<file path="config.mk">
export PLATFORM = sky130hd
export DESIGN_NAME = adc_responder
export DESIGN_NICKNAME = d
export VERILOG_FILES = /design/src/rtl/adc_responder_pkg.sv /design/src/rtl/adc_responder_tx.sv /design/src/rtl/adc_responder.sv
export SDC_FILE = /design/constraint.sdc
export NUM_CORES = 1
export LEC_CHECK = 0
export ABC_AREA = 0
export BUFFER_PORTS_ARGS = -buffer_cell sky130_fd_sc_hd__buf_2
export CORE_MARGIN = 8
export CORE_UTILIZATION = 49
export DETAILED_ROUTE_END_ITERATION = 12
export PLACE_DENSITY = 0.66
export SLEW_MARGIN = 25
export SYNTH_ARGS = -nofsm -noshare
export SYNTH_HDL_FRONTEND = slang
export SYNTH_SLANG_ARGS = --single-unit
</file>
<file path="constraint.sdc">
create_clock -name clock12MHz -period 2.7 [get_ports clock12MHz]
set_input_delay 0.27 -clock clock12MHz [delete_from_list [all_inputs] [get_ports clock12MHz]]
set_output_delay 0.27 -clock clock12MHz [all_outputs]
set_load 0.05 [all_outputs]
</file>
<file path="src/rtl/adc_responder_pkg.sv">
// Shared constants, state types and response byte helpers for the ADC responder.
// Command bytes 0xA1..0xA4 select sample channels 1..4.
package adc_responder_pkg;

  localparam logic [7:0] CMD_BASE = 8'hA0;
  localparam int CHANNEL_MIN = 1;
  localparam int CHANNEL_MAX = 4;
  localparam int DEFAULT_TICKS_PER_CYCLE = 48;
  localparam logic [1:0] HI_MASK = 2'b11;
  localparam int COUNT_W = 16;

  typedef enum logic [2:0] {
    RESP_IDLE,
    RESP_DELAY,
    RESP_SEND_LO,
    RESP_GAP,
    RESP_SEND_HI
  } resp_state_t;

  typedef enum logic [2:0] {
    RX_IDLE,
    RX_START,
    RX_DATA,
    RX_STOP,
    RX_WAIT_HIGH
  } rx_state_t;

  function automatic logic isChannelCommand(input logic [7:0] b);
    return (b >= CMD_BASE + 8'(CHANNEL_MIN)) && (b <= CMD_BASE + 8'(CHANNEL_MAX));
  endfunction

  function automatic logic [7:0] lowByte(input logic [9:0] s);
    return s[7:0];
  endfunction

  function automatic logic [7:0] highByte(input logic [9:0] s);
    return {6'b0, s[9:8] & HI_MASK};
  endfunction

endpackage

</file>
<file path="src/rtl/adc_responder_tx.sv">
// UART byte serializer: 1 start, 8 data LSB first, 1 stop; idle high.
// ready drops for exactly 10 bit times after an accepted start.
module adc_responder_tx
  import adc_responder_pkg::*;
#(
  parameter int TICKS_PER_CYCLE = DEFAULT_TICKS_PER_CYCLE
) (
  input  logic       clock12MHz,
  input  logic       reset,
  input  logic       start,
  input  logic [7:0] data,
  output logic       ready,
  output logic       serialOut
);

  logic                 active;
  logic [8:0]           shift;
  logic [3:0]           bitsLeft;
  logic [COUNT_W-1:0]   tickCount;

  // serialOut is registered so the line never glitches between bits.
  always_ff @(posedge clock12MHz) begin
    if (reset) begin
      active    <= 1'b0;
      shift     <= '1;
      bitsLeft  <= '0;
      tickCount <= '0;
      serialOut <= 1'b1;
    end else if (!active) begin
      if (start) begin
        active    <= 1'b1;
        serialOut <= 1'b0;
        shift     <= {1'b1, data};
        bitsLeft  <= 4'd9;
        tickCount <= COUNT_W'(TICKS_PER_CYCLE - 1);
      end
    end else if (tickCount != '0) begin
      tickCount <= tickCount - 1'b1;
    end else if (bitsLeft == '0) begin
      active    <= 1'b0;
      serialOut <= 1'b1;
    end else begin
      serialOut <= shift[0];
      shift     <= {1'b1, shift[8:1]};
      bitsLeft  <= bitsLeft - 1'b1;
      tickCount <= COUNT_W'(TICKS_PER_CYCLE - 1);
    end
  end

  assign ready = !active;

endmodule

</file>
<file path="src/rtl/adc_responder.sv">
// Board-side ADC responder: receives 0xA1..0xA4 over UART, answers with the
// latched 10-bit sample as low byte then high byte.
//   state     | meaning
//   IDLE      | waiting for a channel command
//   DELAY     | counting RESP_DELAY_TICKS before byte 0
//   SEND_LO   | serializing sample[7:0]
//   GAP       | idle line between bytes
//   SEND_HI   | serializing sample[9:8]
module adc_responder
  import adc_responder_pkg::*;
#(
  parameter int TICKS_PER_CYCLE  = DEFAULT_TICKS_PER_CYCLE,
  parameter int RESP_DELAY_TICKS = 48,
  parameter int GAP_TICKS        = 48
) (
  input  logic       clock12MHz,
  input  logic       reset,
  input  logic       serialIn,
  input  logic [9:0] value1,
  input  logic [9:0] value2,
  input  logic [9:0] value3,
  input  logic [9:0] value4,
  output logic       serialOut,
  output logic       busy,
  output logic       badCommand
);

  logic sync1, rxBit;
  rx_state_t rxState, rxStateNext;
  logic [COUNT_W-1:0] rxCount, rxCountNext;
  logic [2:0] rxBitIdx, rxBitIdxNext;
  logic [7:0] rxShift, rxShiftNext;
  resp_state_t state, stateNext;
  logic [COUNT_W-1:0] respCount, respCountNext;
  logic [9:0] respSample, selected;
  logic frameDone, accept, txStart, txReady;
  logic [7:0] txData;

  always_ff @(posedge clock12MHz) begin
    if (reset) begin
      sync1 <= 1'b1;
      rxBit <= 1'b1;
    end else begin
      sync1 <= serialIn;
      rxBit <= sync1;
    end
  end

  always_ff @(posedge clock12MHz) begin
    if (reset) begin
      rxState  <= RX_IDLE;
      rxCount  <= '0;
      rxBitIdx <= '0;
      rxShift  <= '0;
    end else begin
      rxState  <= rxStateNext;
      rxCount  <= rxCountNext;
      rxBitIdx <= rxBitIdxNext;
      rxShift  <= rxShiftNext;
    end
  end

  // Start bit is re-checked half a bit in; later samples land mid-bit.
  always_comb begin
    rxStateNext  = rxState;
    rxCountNext  = rxCount;
    rxBitIdxNext = rxBitIdx;
    rxShiftNext  = rxShift;
    case (rxState)
      RX_IDLE: if (!rxBit) begin
        rxStateNext = RX_START;
        rxCountNext = COUNT_W'(TICKS_PER_CYCLE / 2 - 1);
      end
      RX_START: begin
        if (rxCount != '0) rxCountNext = rxCount - 1'b1;
        else if (rxBit) rxStateNext = RX_IDLE;
        else begin
          rxStateNext  = RX_DATA;
          rxCountNext  = COUNT_W'(TICKS_PER_CYCLE - 1);
          rxBitIdxNext = '0;
        end
      end
      RX_DATA: begin
        if (rxCount != '0) rxCountNext = rxCount - 1'b1;
        else begin
          rxShiftNext = {rxBit, rxShift[7:1]};
          rxCountNext = COUNT_W'(TICKS_PER_CYCLE - 1);
          if (rxBitIdx == 3'd7) rxStateNext = RX_STOP;
          else rxBitIdxNext = rxBitIdx + 1'b1;
        end
      end
      RX_STOP: begin
        if (rxCount != '0) rxCountNext = rxCount - 1'b1;
        else rxStateNext = rxBit ? RX_IDLE : RX_WAIT_HIGH;
      end
      RX_WAIT_HIGH: if (rxBit) rxStateNext = RX_IDLE;
      default: rxStateNext = RX_IDLE;
    endcase
  end

  assign frameDone  = (rxState == RX_STOP) && (rxCount == '0) && rxBit;
  assign badCommand = frameDone && !isChannelCommand(rxShift);
  // busy drops on the first idle cycle after byte 1, so a command landing
  // exactly then is still accepted.
  assign busy   = (state != RESP_IDLE) && !((state == RESP_SEND_HI) && txReady);
  assign accept = frameDone && isChannelCommand(rxShift) && !busy;

  always_comb begin
    case (rxShift[2:0])
      3'd1:    selected = value1;
      3'd2:    selected = value2;
      3'd3:    selected = value3;
      default: selected = value4;
    endcase
  end

  always_ff @(posedge clock12MHz) begin
    if (reset) begin
      state      <= RESP_IDLE;
      respCount  <= '0;
      respSample <= '0;
    end else begin
      state     <= stateNext;
      respCount <= respCountNext;
      if (accept) respSample <= selected;
    end
  end

  // Counters end one cycle early because the serializer registers its start.
  always_comb begin
    stateNext     = state;
    respCountNext = respCount;
    txStart       = 1'b0;
    case (state)
      RESP_IDLE: if (accept) begin
        stateNext     = RESP_DELAY;
        respCountNext = COUNT_W'(RESP_DELAY_TICKS - 1);
      end
      RESP_DELAY: begin
        if (respCount == '0) begin
          txStart   = 1'b1;
          stateNext = RESP_SEND_LO;
        end else respCountNext = respCount - 1'b1;
      end
      RESP_SEND_LO: if (txReady) begin
        if (GAP_TICKS == 1) begin
          txStart   = 1'b1;
          stateNext = RESP_SEND_HI;
        end else begin
          stateNext     = RESP_GAP;
          respCountNext = COUNT_W'(GAP_TICKS - 2);
        end
      end
      RESP_GAP: begin
        if (respCount == '0) begin
          txStart   = 1'b1;
          stateNext = RESP_SEND_HI;
        end else respCountNext = respCount - 1'b1;
      end
      RESP_SEND_HI: if (txReady) begin
        if (accept) begin
          stateNext     = RESP_DELAY;
          respCountNext = COUNT_W'(RESP_DELAY_TICKS - 1);
        end else stateNext = RESP_IDLE;
      end
      default: stateNext = RESP_IDLE;
    endcase
  end

  assign txData = (state == RESP_DELAY) ? lowByte(respSample) : highByte(respSample);

  adc_responder_tx #(
    .TICKS_PER_CYCLE(TICKS_PER_CYCLE)
  ) tx (
    .clock12MHz(clock12MHz),
    .reset     (reset),
    .start     (txStart),
    .data      (txData),
    .ready     (txReady),
    .serialOut (serialOut)
  );

endmodule
</file>
==> impl_metrics.ini, run 1 <==
[pwr]
p_int_mw = 2.22
p_seq_frac = 0.452
p_leak_nw = 2.13
clockPowerShare = 0.271
p_switching_mw = 1.07
p_sw_frac = 0.325
power_density_nw_per_um2 = 599
combPwrFrac = 0.277
irDropWorstVdd_uv = 403

[setup_path]
critPathLaunchType = flop
critPathKind = flop to flop
cp.arrival_ns = 2.75
critPathCaptureType = flop
cp_max_fo = 9
cp.required_ns = 2.96

[cts]
cts_tree = done
insertion_delay_ns = 0.37
htree_levels = 3
cts_buffers = 9
clock_path_buffers = 2
clkTransAtPathRegs_ns = 0.09
clock_sinks = 91
post_cts_buffers = 0
cts_root_buf = clkbuf_8

[route]
dr.pass1.iters = 5
avgViaCountPerCell = 5.68
wl_um = 11300
drc = 0
dr_total_vias = 4442
wl_per_cell_um = 14.4
ant_nets = 0
drt-initial-drc-count = 258

[global_routing]
grt_overflow = 0
grt_max_degree = 44
grt_pass1_vias = 4348
antenna_found_initial = 0
track_usage = 0.180
grt_pass1_wl_um = 19900

[placed_design]
place_inst = 767
io_buffer_count = 45
dp_hpwl_um = 8120
gp_congestion = 0.875

[sta]
slew_violations = 0
setup_viol = 0
holdWs_ns = 0.0810
rsz0062_at_grt = no
timing.final.hold_violations = 0
skew_ns = 0.00937
period_needed_ns = 2.49
finalCritPeriodShare = 0.922
relSlewSlack = 0.586
tightest_slew_ns = 0.619
setup_tns_ns = 0
max_freq_mhz = 402

[outcome]
outcome = completed

[floorplan]
num_rows = 36
ios = 46
core_area_um2 = 9770
die_area_um2 = 13500
die_w_um = 116
initial_utilization = 0.504
fp.dieH_um = 116

[final_layout]
area_delta_synth_final_pct = 11.6
drive_gt1_frac = 0.169
stdcell_count = 782
antennaDiodeCount = 0
nets = 698
fillers = 914

[synth]
ys_seq_elements = 91
synth_flop_cell = dfxtp_1
syn-mean-instance-area_um2 = 8.15
ys_warn_count = 0
syn_nets = 658
async_flop_share = 0
ys_seq_area_frac = 0.370
syn-cell-area_um2 = 4930
syn-instance-count = 605
synth-edff-count = 0
synth_cell_types = 67

[run]
cap_violations = 0

[worst_hold_path]
holdCritPathClass = input pin to flop
==> power by group through the flow <==
stage | logic [mW] | registers (mW) | clock network (mW)
floorplan | 0.680 | 1.50 | 0
global placement | 0.889 | 1.52 | 0
detailed placement | 0.901 | 1.52 | 0
CTS | 0.907 | 1.49 | 0.920
global route | 1.02 | 1.50 | 0.974
finish | 0.913 | 1.49 | 0.893
==> layout by cell type, fill, tap and decap left out, drive strengths merged, types with 2 or more instances in the layout <==
cell type,Yosys,routed
o221ai,9,9
nor3,20,20
o211a,2,2
a2111oi,6,6
a311oi,3,3
nor4,13,13
a21oi,50,50
nand2b,10,10
mux2,2,2
a31oi,3,3
and4,3,3
inv,13,13
xor2,13,13
o21ai,24,24
xnor2,14,14
o211ai,7,7
mux2i,21,21
a221oi,2,2
ha,10,10
nor2b,6,6
nand4,2,2
nand3,18,18
nor2,101,101
buf,9,67
or2,6,6
a211oi,17,17
or4,6,6
o41ai,2,2
clkbuf,29,13
nor4b,5,5
dfxtp,91,91
or3,12,12
nand2,49,49
nor3b,4,4
o221a,3,3
a22oi,5,5
==> cells by family after synthesis <==
family                     synth area share
xor gates and xnor gates             0.0480
buffers and inverters                0.0434
DFF                                   0.370
AOI/OAI and AO/OA                     0.198
and+or+nand+nor                       0.268
muxes                                0.0472
adders and majority gates            0.0254
==> Yosys cell counts (5+ instances only) <==
cell / count / area, um2
nor4_1: 9 / 56.3
buf_2: 6 / 30.0
nor4b_1: 5 / 43.8
mux2i_1: 21 / 210
nor2b_1: 6 / 37.5
xnor2_1: 14 / 123
a22oi_1: 5 / 37.5
xor2_1: 13 / 114
o21ai_0: 18 / 90.1
nor3_1: 19 / 95.1
o21ai_1: 5 / 25.0
dfxtp_1: 91 / 1820
o221ai_1: 9 / 78.8
a211oi_1: 16 / 120
nand2_1: 48 / 180
nor2_1: 99 / 372
clkbuf_1: 29 / 109
or3_1: 11 / 68.8
o211ai_1: 6 / 45.0
nand2b_1: 10 / 62.6
inv_1: 13 / 48.8
nand3_1: 18 / 90.1
a21oi_1: 50 / 250
ha_1: 10 / 125
==> flip-flops by register name, summed over array words and instances (netlist names), 3 cells and up <==
register / cells
rxCount: 16
rxShift: 8
tx.shift: 8
respSample: 10
tx.tickCount: 16
respCount: 16
rxBitIdx: 3
state: 3
rxState: 3
tx.bitsLeft: 4
==> per-layer routing <==
| layer | part of all wire | wire, um | vias to the layer above | global-route usage |
|---|---|---|---|---|
| met5 | 0 | 0 | - | 0 |
| met4 | 0.0082 | 93 | 0 | 0.0510 |
| met3 | 0.046 | 522 | 8 | 0.0527 |
| met2 | 0.46 | 5150 | 103 | 0.289 |
| met1 | 0.49 | 5520 | 2082 | 0.229 |
| li1 | - | - | 2249 | - |
==> timing repair <==
action / in CTS / in global routing
hold buffers: 0 / 0
resized for setup: 0 / 1
endpoints found under the setup margin: 0 / 1
==> final timing paths <==
kind / from / to / slack (ns) / cells after the start
max: tx.tickCount[0] / tx.tickCount[4] / 0.21 / 8
min: serialIn / sync1 / 0.08 / 2
max reg2reg: tx.tickCount[0] / tx.tickCount[4] / 0.21 / 8
min reg2reg: sync1 / rxBit / 0.42 / 1
==> final cells by class <==
cell class                 count  area [um2]  area share
tap                          133         166      0.0303
clock buffer                  13         139      0.0253
inverter                      13        48.8     0.00888
multi-input combinational    463        2890       0.526
sequential                    91        1820       0.331
clock inverter                 2        37.5     0.00683
timing repair buffer          67         390      0.0710
==> per-stage QoR <==
stage / setup slack (ns) / power (mW) / area, um2 / utilization
floorplan: 0.348 / 2.18 / 4930 / -
global placement: 0.282 / 2.41 / 5320 / 0.544
detailed placement: 0.213 / 2.42 / 5320 / 0.544
CTS: 0.216 / 3.32 / 5500 / 0.562
global route: 0.0106 / 3.49 / 5500 / 0.562
finish: 0.212 / 3.30 / 5500 / 0.562
==> critical path, cell delays in order (launching register included) <==
cell       delay, ns
dfxtp_1         0.30
inv_1           0.12
ha_1            0.19
or4b_2          0.58
or4_4           0.48
o21ai_4         0.30
a2111oi_0       0.17
xnor2_1         0.18
nor2_1          0.05
Power figures use the tool's default switching activity.
==> inputs of run 2 (changes only) <==
--- a/config.mk
+++ b/config.mk
@@ -6,11 +6,11 @@
 export NUM_CORES = 1
 export LEC_CHECK = 0
 export ABC_AREA = 0
-export BUFFER_PORTS_ARGS = -buffer_cell sky130_fd_sc_hd__buf_2
 export CORE_MARGIN = 8
 export CORE_UTILIZATION = 49
 export DETAILED_ROUTE_END_ITERATION = 12
-export PLACE_DENSITY = 0.66
+export DONT_BUFFER_PORTS = 1
+export PLACE_DENSITY = 0.62
 export SLEW_MARGIN = 25
 export SYNTH_ARGS = -nofsm -noshare
 export SYNTH_HDL_FRONTEND = slang
==> impl_metrics.ini, run 2 (synthesis gave the netlist of run 1 again) <==
[outcome]
outcome = completed

[sta]
finalCritPeriodShare = 0.927
setup_tns_ns = 0
timing.final.hold_violations = 0
setup_viol = 0
period_needed_ns = 2.50
skew_ns = 0.0101
tightest_slew_ns = 0.628
max_freq_mhz = 400
relSlewSlack = 0.580
slew_violations = 0
rsz0062_at_grt = no

[route]
drt-initial-drc-count = 242
dr_total_vias = 4297
dr.max_layer_used = met4
wl_met2_um = 5090
dr.pass1.iters = 5
drt-met1-wl_um = 5660
ant_nets = 0
wl_met3_um = 563
drc = 0
wl_um = 11400
avgViaCountPerCell = 5.76
wl_per_cell_um = 15.3

[cts]
cts_tree = done
cts_buffers = 9
clock_path_buffers = 2
post_cts_buffers = 0
cts_root_buf = clkbuf_8
insertion_delay_ns = 0.36
clkTransAtPathRegs_ns = 0.09
clock_sinks = 91
htree_levels = 3

[final_layout]
area_delta_synth_final_pct = 8.30
multi_input_area_um2 = 2890
layout_common_cells = nor2_1, dfxtp_1, a21oi_1
regArea_um2 = 1820
antennaDiodeCount = 0
layout_commonest_cell = nor2_1
drive_gt1_frac = 0.116
fillers = 921
final_core_util = 0.546
top_regs = respCount x16, rxCount x16, tx.tickCount x16
nets = 661

[run]
cap_violations = 0

[global_routing]
antenna_found_initial = 0
track_usage = 0.174
grt_overflow = 0
grt_pass1_vias = 4048
grt_pass1_wl_um = 19200
grt_max_degree = 56

[floorplan]
core_area_um2 = 9770
fp.dieH_um = 116
die_w_um = 116
initial_utilization = 0.504
ios = 46
num_rows = 36
die_area_um2 = 13500

[worst_hold_path]
worstHoldEndpoint = rxBit
holdCritPathClass = input pin to flop
holdCritStartpoint = reset
holdPathStages = 1

[pwr]
p_leak_nw = 1.99
power_density_nw_per_um2 = 597
irDropWorstVdd_uv = 298

[setup_path]
r2r_slack_ns = 0.20
cp.required_ns = 2.93
r2r-start = tx.tickCount[0]
cp.arrival_ns = 2.74
critPathLaunchType = flop
slowest_stage = or4b_2
critPathKind = flop to flop
r2r_end = tx.tickCount[14]
critPathCaptureType = flop
cp_max_fo = 6
critPathMaxStageDelay_ns = 0.58
path_cells = inv_1, ha_1, or4b_2, or4_4, o21a_4, o211ai_1, xor2_1, nor2_1
rr_worst_depth = 8

[placed_design]
io_buffer_count = 0
gp_congestion = 0.878
dp_hpwl_um = 7860
## run 2: cell count changes in the layout (fill, tap and decap cells not counted), sizes merged
cell | previous run | this run
clkinvlp | 1 | 0
buf | 67 | 27
bufinv | 1 | 0
clkinv | 0 | 3
dlygate4sd3 | 0 | 3
## run 2: repair_timing
item	4_1_cts	5_1_grt
endpoints found under the hold margin	56	0
resized for setup	0	1
setup endpoints to repair	0	1
hold buffers	4	0
## run 2: per-stage QoR
stage / instances / setup WS [ns] / area, um2 / total power, mW / hold slack [ns]
finish: 746 / 0.198 / 5340 / 3.19 / 0.0197
global route: 746 / 0.0370 / 5340 / 3.38 / 0.0133
global placement: 726 / 0.289 / 5120 / 2.37 / 0.351
floorplan: 605 / 0.348 / 4930 / 2.18 / 0.374
CTS: 746 / 0.190 / 5340 / 3.21 / 0.000839
detailed placement: 726 / 0.219 / 5120 / 2.39 / 0.354
## run 2: worst max-delay path by stage
stage	from	end	slack, ns	cells after the start
final	tx.tickCount[0]	tx.tickCount[14]	0.20	8
after global routing	respCount[0]	tx.tickCount[9]	0.04	8
after CTS	tx.tickCount[0]	tx.tickCount[4]	0.19	8
after detailed placement	tx.tickCount[0]	tx.tickCount[4]	0.22	8
after global placement	tx.tickCount[0]	tx.tickCount[9]	0.29	8
after floorplan	rxCount[10]	badCommand	0.35	6
## run 2: cell type report
type | instances | area share
Multi-Input combinational cell | 463 | 0.542
Tap cell | 133 | 0.0312
Timing Repair Buffer | 30 | 0.0474
Sequential cell | 91 | 0.341
Inverter | 13 | 0.00914
Clock buffer | 13 | 0.0260
Clock inverter | 3 | 0.00281
## run 2: power breakdown
| part | internal (mW) | leakage [nW] | switching [mW] |
|---|---|---|---|
| combinational | 0.382 | 1.17 | 0.517 |
| sequential | 1.41 | 0.736 | 0.0828 |
| clock | 0.332 | 0.0812 | 0.461 |
| total | 2.13 | 1.99 | 1.06 |
## run 2: layer usage
layer,vias up,global-route usage
li1,2169,-
met1,2019,0.237
met2,101,0.269
met3,8,0.0393
met4,0,0.0467
met5,-,0
## run 2: worst max-delay path, delay by kind of cell, from the launching register on
family	cells	cell delay, ns
and+or+nand+nor	3	1.13
xor gates and xnor gates	1	0.18
buffers and inverters	1	0.12
DFF	1	0.31
AOI/OAI and AO/OA	2	0.47
adders and majority gates	1	0.18
